## src/rtl/vit_dec_trb_outmap_if.sv

```systemverilog
// vit_dec_trb_outmap_if: traceback LIFO step stream in, mapped output and frame statistics out
//   ival/isop/ieop/itag/idat/ibiterr : popped LIFO step (driven by master)
//   oval/osop/oeop/otag/odat         : registered output step (driven by slave)
//   obiterr/oerrcnt                  : per-step and running frame error counts
//   ofval/ofabort/ofsymb/oferrcnt    : per-frame statistics strobe and values
//   odrop                            : step arrived outside a frame
interface vit_dec_trb_outmap_if #(
    parameter int pDAT_W      = 3,
    parameter int pHD_W       = 4,
    parameter int pERR_CNT_W  = 16,
    parameter int pSYMB_CNT_W = 16,
    parameter int pTAG_W      = 4
);
    localparam int cBE_W = $clog2(pHD_W + 1);
    logic                   ival;
    logic                   isop;
    logic                   ieop;
    logic [pTAG_W-1:0]      itag;
    logic [pDAT_W-1:0]      idat;
    logic [pHD_W-1:0]       ibiterr;
    logic                   oval;
    logic                   osop;
    logic                   oeop;
    logic [pTAG_W-1:0]      otag;
    logic [pDAT_W-1:0]      odat;
    logic [cBE_W-1:0]       obiterr;
    logic [pERR_CNT_W-1:0]  oerrcnt;
    logic                   ofval;
    logic                   ofabort;
    logic [pSYMB_CNT_W-1:0] ofsymb;
    logic [pERR_CNT_W-1:0]  oferrcnt;
    logic                   odrop;
    modport master (
        output ival, isop, ieop, itag, idat, ibiterr,
        input  oval, osop, oeop, otag, odat, obiterr, oerrcnt,
        input  ofval, ofabort, ofsymb, oferrcnt, odrop
    );
    modport slave (
        input  ival, isop, ieop, itag, idat, ibiterr,
        output oval, osop, oeop, otag, odat, obiterr, oerrcnt,
        output ofval, ofabort, ofsymb, oferrcnt, odrop
    );
endinterface

```

## src/rtl/vit_dec_trb_outmap.sv

```systemverilog
// vit_dec_trb_outmap: Viterbi traceback output mapper with error counting and frame statistics
//   iclk     : clock
//   ireset_n : asynchronous active-low reset
//   iclkena  : clock enable, all state frozen when low
//   bus      : step stream in / mapped stream and frame statistics out (slave side)
module vit_dec_trb_outmap #(
    parameter int pDAT_W      = 3,
    parameter int pHD_W       = 4,
    parameter int pERR_CNT_W  = 16,
    parameter int pSYMB_CNT_W = 16,
    parameter int pTAG_W      = 4
) (
    input logic                  iclk,
    input logic                  ireset_n,
    input logic                  iclkena,
    vit_dec_trb_outmap_if.slave  bus
);
    localparam int cBE_W = $clog2(pHD_W + 1);
    typedef enum logic {IDLE, FRAME} state_t;
    state_t                 state;
    logic [cBE_W-1:0]       pc;
    logic [pERR_CNT_W:0]    esum;
    logic [pERR_CNT_W-1:0]  esat;
    logic [pSYMB_CNT_W-1:0] cnt;
    logic [pSYMB_CNT_W-1:0] cnt_inc;
    always_comb begin
        pc = '0;
        for (int i = 0; i < pHD_W; i++) pc = pc + cBE_W'(bus.ibiterr[i]);
    end
    // one extra bit catches the carry so the running count clamps instead of wrapping
    assign esum    = {1'b0, bus.oerrcnt} + (pERR_CNT_W + 1)'(pc);
    assign esat    = esum[pERR_CNT_W] ? '1 : esum[pERR_CNT_W-1:0];
    assign cnt_inc = &cnt ? cnt : cnt + 1'b1;
    always_ff @(posedge iclk or negedge ireset_n) begin
        if (!ireset_n) begin
            state        <= IDLE;
            cnt          <= '0;
            bus.oval     <= 1'b0;
            bus.osop     <= 1'b0;
            bus.oeop     <= 1'b0;
            bus.otag     <= '0;
            bus.odat     <= '0;
            bus.obiterr  <= '0;
            bus.oerrcnt  <= '0;
            bus.ofval    <= 1'b0;
            bus.ofabort  <= 1'b0;
            bus.ofsymb   <= '0;
            bus.oferrcnt <= '0;
            bus.odrop    <= 1'b0;
        end else if (iclkena) begin
            bus.oval  <= 1'b0;
            bus.osop  <= 1'b0;
            bus.oeop  <= 1'b0;
            bus.ofval <= 1'b0;
            bus.odrop <= 1'b0;
            if (bus.ival && bus.isop) begin
                bus.oval    <= 1'b1;
                bus.osop    <= 1'b1;
                bus.oeop    <= bus.ieop;
                bus.otag    <= bus.itag;
                bus.odat    <= bus.idat;
                bus.obiterr <= pc;
                bus.oerrcnt <= pERR_CNT_W'(pc);
                cnt         <= pSYMB_CNT_W'(1);
                state       <= bus.ieop ? IDLE : FRAME;
                // a sop inside a frame closes the old frame as aborted; that report wins the strobe
                if (state == FRAME) begin
                    bus.ofval    <= 1'b1;
                    bus.ofabort  <= 1'b1;
                    bus.ofsymb   <= cnt;
                    bus.oferrcnt <= bus.oerrcnt;
                end else if (bus.ieop) begin
                    bus.ofval    <= 1'b1;
                    bus.ofabort  <= 1'b0;
                    bus.ofsymb   <= pSYMB_CNT_W'(1);
                    bus.oferrcnt <= pERR_CNT_W'(pc);
                end
            end else if (bus.ival && state == FRAME) begin
                bus.oval    <= 1'b1;
                bus.oeop    <= bus.ieop;
                bus.odat    <= bus.idat;
                bus.obiterr <= pc;
                bus.oerrcnt <= esat;
                cnt         <= cnt_inc;
                if (bus.ieop) begin
                    bus.ofval    <= 1'b1;
                    bus.ofabort  <= 1'b0;
                    bus.ofsymb   <= cnt_inc;
                    bus.oferrcnt <= esat;
                    state        <= IDLE;
                end
            end else if (bus.ival) begin
                bus.odrop <= 1'b1;
            end
        end
    end
endmodule

```

## src/flat_wrapper.sv

```systemverilog
// flat-port wrapper written by rule: the top's interface ports become plain ports
module vit_dec_trb_outmap_flat 
#(
    parameter int pDAT_W      = 3,
    parameter int pHD_W       = 4,
    parameter int pERR_CNT_W  = 16,
    parameter int pSYMB_CNT_W = 16,
    parameter int pTAG_W      = 4
)
  (iclk, ireset_n, iclkena, bus_ival, bus_isop, bus_ieop, bus_itag, bus_idat, bus_ibiterr, bus_oval, bus_osop, bus_oeop, bus_otag, bus_odat, bus_obiterr, bus_oerrcnt, bus_ofval, bus_ofabort, bus_ofsymb, bus_oferrcnt, bus_odrop);
  vit_dec_trb_outmap_if #(.pDAT_W(pDAT_W), .pHD_W(pHD_W), .pERR_CNT_W(pERR_CNT_W), .pSYMB_CNT_W(pSYMB_CNT_W), .pTAG_W(pTAG_W)) bus_i ();
  input logic iclk;
  input logic ireset_n;
  input logic iclkena;
  input wire logic [$bits(bus_i.ival)-1:0] bus_ival;
  input wire logic [$bits(bus_i.isop)-1:0] bus_isop;
  input wire logic [$bits(bus_i.ieop)-1:0] bus_ieop;
  input wire logic [$bits(bus_i.itag)-1:0] bus_itag;
  input wire logic [$bits(bus_i.idat)-1:0] bus_idat;
  input wire logic [$bits(bus_i.ibiterr)-1:0] bus_ibiterr;
  output wire logic [$bits(bus_i.oval)-1:0] bus_oval;
  output wire logic [$bits(bus_i.osop)-1:0] bus_osop;
  output wire logic [$bits(bus_i.oeop)-1:0] bus_oeop;
  output wire logic [$bits(bus_i.otag)-1:0] bus_otag;
  output wire logic [$bits(bus_i.odat)-1:0] bus_odat;
  output wire logic [$bits(bus_i.obiterr)-1:0] bus_obiterr;
  output wire logic [$bits(bus_i.oerrcnt)-1:0] bus_oerrcnt;
  output wire logic [$bits(bus_i.ofval)-1:0] bus_ofval;
  output wire logic [$bits(bus_i.ofabort)-1:0] bus_ofabort;
  output wire logic [$bits(bus_i.ofsymb)-1:0] bus_ofsymb;
  output wire logic [$bits(bus_i.oferrcnt)-1:0] bus_oferrcnt;
  output wire logic [$bits(bus_i.odrop)-1:0] bus_odrop;
  assign bus_i.ival = bus_ival;
  assign bus_i.isop = bus_isop;
  assign bus_i.ieop = bus_ieop;
  assign bus_i.itag = bus_itag;
  assign bus_i.idat = bus_idat;
  assign bus_i.ibiterr = bus_ibiterr;
  assign bus_oval = bus_i.oval;
  assign bus_osop = bus_i.osop;
  assign bus_oeop = bus_i.oeop;
  assign bus_otag = bus_i.otag;
  assign bus_odat = bus_i.odat;
  assign bus_obiterr = bus_i.obiterr;
  assign bus_oerrcnt = bus_i.oerrcnt;
  assign bus_ofval = bus_i.ofval;
  assign bus_ofabort = bus_i.ofabort;
  assign bus_ofsymb = bus_i.ofsymb;
  assign bus_oferrcnt = bus_i.oferrcnt;
  assign bus_odrop = bus_i.odrop;
  vit_dec_trb_outmap #(.pDAT_W(pDAT_W), .pHD_W(pHD_W), .pERR_CNT_W(pERR_CNT_W), .pSYMB_CNT_W(pSYMB_CNT_W), .pTAG_W(pTAG_W)) u_core (.iclk(iclk), .ireset_n(ireset_n), .iclkena(iclkena), .bus(bus_i));
endmodule
```

## config.mk

```make
export PLATFORM = sky130hd
export DESIGN_NAME = vit_dec_trb_outmap_flat
export DESIGN_NICKNAME = d
export VERILOG_FILES = /design/src/rtl/vit_dec_trb_outmap_if.sv /design/src/rtl/vit_dec_trb_outmap.sv /design/src/flat_wrapper.sv
export SDC_FILE = /design/constraint.sdc
export NUM_CORES = 1
export LEC_CHECK = 0
export ABC_AREA = 0
export CAP_MARGIN = 25
export CORE_ASPECT_RATIO = 1.2
export CORE_MARGIN = 8
export CORE_UTILIZATION = 43
export CTS_CLUSTER_DIAMETER = 80
export DETAILED_ROUTE_END_ITERATION = 8
export PLACE_DENSITY = 0.73
export SYNTH_ARGS = -nofsm -noshare
export SYNTH_HDL_FRONTEND = slang
export SYNTH_SLANG_ARGS = --single-unit
```

## constraint.sdc

```tcl
create_clock -name iclk -period 2.6 [get_ports iclk]
set_clock_uncertainty 0.15 [all_clocks]
set_input_delay 0.52 -clock iclk [delete_from_list [all_inputs] [get_ports iclk]]
set_output_delay 0.52 -clock iclk [all_outputs]
set_load 0.02 [all_outputs]
```

[Yosys cells after proc, flatten, opt, wreduce, memory -nomap -nowiden]
Cells that the tools add are included.
Storage, ports and cells
  register bits: 81
  output and inout port bits: 64
Cells by class
  $add $sub $neg: 5
  muxes and demuxes: 40
  reduce and logical (&&, ||, !) cells: 10
Operators with widths (count)
  16-bit two-way mux: 16
  1-bit two-way mux: 20
  16-bit by 3-bit adder with 17-bit output: 1
  16-bit by 1-bit adder with 16-bit output, second input constant: 1
  16-bit AND reduction: 1
  3-bit two-way mux: 4
  3-bit by 1-bit adder with 3-bit output: 2
  2-bit nonzero test: 3
  2-bit AND reduction: 2
  4-bit AND reduction: 1
  3-bit AND reduction: 1
  1-bit by 1-bit adder with 2-bit output: 1
  1-bit logical AND: 2

[Longest topological paths before layout]
  word-level depth: 8
  depth in mapped cells: 12
  mapped depth without buffers: 12

[Worst setup path after synthesis]
No wires, ideal clock.
  path kind: input-to-reg
  from: input port bus_ibiterr[0]
  to: register u_core.bus.oerrcnt[6]
  setup time: 0.099 ns
  arrival: 2.966 ns
  setup slack: -0.615 ns
  stages on the path: 12
  buffers on the path: 0
  cells stage by stage: ha_1 -> inv_1 -> fa_1 -> inv_1 -> ha_1 -> inv_1 -> fa_1 -> nor2b_1 -> nor2_1 -> nor4_1 -> nand2_1 -> a311oi_1
Between the ends
  word-level cells in the longest chain between the ends: 7
RTL lines
  start: declaration: line flat_wrapper.sv:20  | input wire logic [$bits(bus_i.ibiterr)-1:0] bus_ibiterr;
  1-bit by 1-bit adder with 2-bit output: line vit_dec_trb_outmap.sv:28  | for (int i = 0; i < pHD_W; i++) pc = pc + cBE_W'(bus.ibiterr[i]);
  3-bit by 1-bit adder with 3-bit output (2 in a row): line vit_dec_trb_outmap.sv:28
  net u_core.pc[0]: line vit_dec_trb_outmap.sv:21  | logic [cBE_W-1:0] pc;
  16-bit by 3-bit adder with 17-bit output: line vit_dec_trb_outmap.sv:31  | assign esum = {1'b0, bus.oerrcnt} + (pERR_CNT_W + 1)'(pc);
  16-bit two-way mux: line vit_dec_trb_outmap.sv:32  | assign esat = esum[pERR_CNT_W] ? '1 : esum[pERR_CNT_W-1:0];
  16-bit two-way mux: line vit_dec_trb_outmap.sv:78  | end else if (bus.ival && state == FRAME) begin
  16-bit two-way mux: line vit_dec_trb_outmap.sv:56  | if (bus.ival && bus.isop) begin
  end signal: assignment: line vit_dec_trb_outmap.sv:63  | bus.oerrcnt <= pERR_CNT_W'(pc);
  end signal: assignment: line vit_dec_trb_outmap.sv:83  | bus.oerrcnt <= esat;
  end: declaration: line vit_dec_trb_outmap_if.sv:40  | output oval, osop, oeop, otag, odat, obiterr, oerrcnt,
The timed path passes the listed nets, and every way through them passes these cells. The select of a mux whose other input is x is not followed.
A chain may end at the register's enable or synchronous reset.

[Worst setup path after layout]
  from: input port bus_ibiterr[1]
  to: register u_core.bus.oferrcnt[9]
Between the ends
  word-level cells in the longest chain between the ends: 8
RTL lines
  1-bit by 1-bit adder with 2-bit output: line vit_dec_trb_outmap.sv:28
  3-bit by 1-bit adder with 3-bit output (2 in a row): line vit_dec_trb_outmap.sv:28
  net u_core.pc[0]: line vit_dec_trb_outmap.sv:21
  16-bit by 3-bit adder with 17-bit output: line vit_dec_trb_outmap.sv:31
  16-bit two-way mux: line vit_dec_trb_outmap.sv:32
  16-bit two-way mux: line vit_dec_trb_outmap.sv:85  | if (bus.ieop) begin
  16-bit two-way mux: line vit_dec_trb_outmap.sv:78
  16-bit two-way mux: line vit_dec_trb_outmap.sv:56
  end signal: assignment: line vit_dec_trb_outmap.sv:71  | bus.oferrcnt <= bus.oerrcnt;
  end signal: assignment: line vit_dec_trb_outmap.sv:76  | bus.oferrcnt <= pERR_CNT_W'(pc);
  end signal: assignment: line vit_dec_trb_outmap.sv:89  | bus.oferrcnt <= esat;
  end: declaration: line vit_dec_trb_outmap_if.sv:41  | output ofval, ofabort, ofsymb, oferrcnt, odrop
The timed path passes the listed nets, and every way through them passes these cells. The select of a mux whose other input is x is not followed.

==> summary.md <==
| Metric | Value |
|---|---|
| Status | finished, violations left |
| Failing checks | setup timing |
| Final Hold Fails | 0 |
| Vias per cell | ~6.0 |
| Initial antenna violation count | 0 |
| Post-DP HPWL | 10400 um |
| GRT Total Usage | 0.216 |
| H-tree levels | 3 |
| Endpoint class of the critical path | register |
| # setup viols final | 31 |
| Simple-gate share of the synthesized area | 0.218 |
| Worst IR drop on VDD | about 530 uV |
| Register area share after synthesis | 0.455 |
| Mapped Nets | 540 |
| CTS Sinks | slightly above 80 |
| CP Data Required Time | around 2.7 ns |
| Fraction of registers with async set/reset | 1.00 |
| Dpl cells | 736 |
| Cells after synthesis | approximately 520 |
| Placer Congestion | approximately 0.94 |
| Wire length of the first global-routing pass | 23600 um |
| Row count | 40 |
| Cts bufs inserted | 9 |
| Max-cap violations | 0 |
| Setup ws final | -0.257 ns |
| Post-synthesis compound-gate area fraction | 0.229 |
| TritonCTS clock tree | yes |
| Core Box Area | 0.0101 mm^2 |
| Max clock buf depth | 2 |
| Die area | 0.0139 mm^2 |
| Wire length per cell | 19.6 um |
| Worst Tran Pin Value | 0.589 ns |
| Vias | 4609 |
| Largest area contributor in the netlist | dfrtp_1 |
| CTS root buffer | clkbuf_16 |
| Adder-cell share of the synthesized area | 0.0258 |
| Die Y | 128 um |
| Top post-synthesis cells by area | dfrtp_1 45%, nand2_1 6.5%, o21ai_0 5.4% |
| Drt drc | 0 |
| Synthesis Warnings | 0 |
| FF+latch count, synth | a little over 80 |
| Ant diodes | 0 |
| Period utilization | 1.10 |
| WS Path Type | input pin to register |
| Drt total wl | 15000 um |
| Fillcell total | 818 |
| Synth Cell Area | about 0.0045 mm^2 |
| Startpoint Class | input pin |
| Layout area overhead | 43.8% |
| Share of post-route cells with drive strength above 1 | 0.216 |
| Syn avg cell area | 8.65 um^2 |
| Commonest non-fill, non-tap cell in the layout | dfrtp_1 |
| Vias in the first global route | 4671 |
| Starting Density | 0.443 |
| Die width | 109 um |
| # IOs | 81 |
| Hold Buf Count CTS | 0 |
| P per Cell Area | 756 mW/mm^2 |
| DRT Pass-1 Iters | 6 |
| Min Tclk post-route | 2.86 ns |
| Final layout net count | 659 |
| Top cell type's share of synthesized area | 0.455 |
| RSZ-0062 raised after global routing | true |
| F_max | ~350 MHz |
| Tot Pwr | between 4000 and 5000 uW |
| Post-synthesis mux area share | 0.0166 |
| Clk slew on worst S/H paths | 0.06 ns |
| DRT iter0 DRCs | 296 |
| Predominant post-synthesis flop cell | dfrtp_1 |
| Routed Antenna Nets | 0 |
| Slew HR | 0.607 |
| Commonest cells after routing, fill and taps aside | 81 x dfrtp_1, 75 x nand2_1, 75 x clkdlybuf4s50_1 |
| Post-synth EDFFs | 0 |
| Static Leak | about 0.0027 uW |
| Main combinational cell family by area after synthesis | compound AO/OA/AOI/OAI gates |
| Overflow after GRT | 0 |
| Setup slack at placement | -0.922 ns |
| Critical path fanouts, max | 5 |
| Xor-xnor portion of the synthesized cell area | 0.00983 |
| Slew Limit Fails | 0 |
| Hold Path Class | input pin to async pin |
| Final setup TNS | -5.37 ns |
| Largest net degree at the start of global routing | 44 |
| Critical Path AT | 2.97 ns |
| Count of cell types in the netlist | 55 |
| Clk Latency, worst-skew pair | between 0.3 and 0.4 ns |
| Final Non-Filler Cells | 765 |
| Port Buffers | 80 |
[cell type report]
| cell class | instances | area, um^2 | share of cell area |
|---|---|---|---|
| clock inverters | 5 | 55.1 | 0.00859 |
| repair buffers | 142 | 1340 | 0.208 |
| clock buffers | 11 | 243 | 0.0379 |
| multi-input cells | 385 | 2530 | 0.396 |
| inverters | 15 | 56.3 | 0.00879 |
| well taps | 126 | 158 | 0.0246 |
| flip-flops and latches | 81 | 2030 | 0.316 |
[cell families (layout without fill, tap and decap cells)]
logic type	count (synthesis)	after routing
simple gates	202	203
compound gates	162	162
flops	81	81
buf+inv	50	173
fa+ha+maj	8	8
mux	7	7
xor+xnor	5	5
[worst paths after layout]
check | from | endpoint | slack (ns) | cells past startpoint
setup reg to reg | u_core.bus.oerrcnt[3] | u_core.bus.oferrcnt[14] | 0.19 | 5
min in group iclk | u_core.bus.odat[0] | u_core.bus.odat[0] | 0.32 | 2
hold reg to reg | u_core.bus.odat[0] | u_core.bus.odat[0] | 0.32 | 2
max in group asynchronous | ireset_n | u_core.bus.ofsymb[9] | 1.68 | 2
setup / recovery | bus_ibiterr[1] | u_core.bus.oferrcnt[9] | -0.26 | 14
hold / removal | ireset_n | u_core.bus.oerrcnt[0] | 0.02 | 1
[flip-flops by register name, summed over array words and instances, names as in the netlist, 3 cells and up]
signal,cells
u_core.bus.otag,4
u_core.bus.oerrcnt,16
u_core.bus.oferrcnt,16
u_core.bus.odat,3
u_core.bus.ofsymb,16
u_core.bus.obiterr,3
u_core.cnt,16
[synthesized netlist by cell type (6+ instances only)]
cell	n
a31oi_1	19
nand2_1	77
o211ai_1	6
nor3_1	16
inv_1	15
nor4_1	10
dfrtp_1	81
ha_1	6
o22a_1	6
buf_2	10
nor2_1	44
nand4_1	11
and4_1	6
clkbuf_1	20
a21oi_1	40
nand3_1	19
o21ai_0	48
[where the power goes]
group	internal (uW)	total [uW]	switching, uW
combinational	878	1810	931
sequential	1500	1750	251
clock	767	1290	519
[through the flow]
stage                      util  hold WS, ns  instance area (um^2)
after floorplan               -       0.0744                  4560
after global routing      0.637       0.0607                  6410
after CTS                 0.628       0.0294                  6320
final                     0.637       0.0219                  6410
after detailed placement  0.575        0.312                  5780
after global placement    0.575        0.309                  5780
[routing by layer]
metal	part of all wire	vias to the layer above	track usage
met5	0	-	0
met4	0.033	0	0.115
met3	0.051	44	0.0342
met2	0.52	199	0.369
met1	0.40	2233	0.251
li1	-	2133	-
[worst max-delay path, stage by stage]
cell and delay (ns):
buf_8 0.10, ha_4 0.22, inv_2 0.05, fa_2 0.44
inv_2 0.09, ha_4 0.13, inv_2 0.04, fa_2 0.37
buf_6 0.14, nand2b_4 0.16, a21oi_4 0.22, nand2_4 0.10
o21ai_4 0.19, o32a_1 0.19
[repair_timing]
| action | 4_1_cts | 5_1_grt |
|---|---|---|
| pin swaps | 35 | 18 |
| buffers inserted | 9 | 3 |
| resized for setup | 52 | 13 |
| endpoints found under the setup margin | 32 | 32 |
| gates cloned | 1 | 0 |
| hold endpoints to repair | 0 | 0 |
Note: power is estimated with default switching activity, not from simulation.
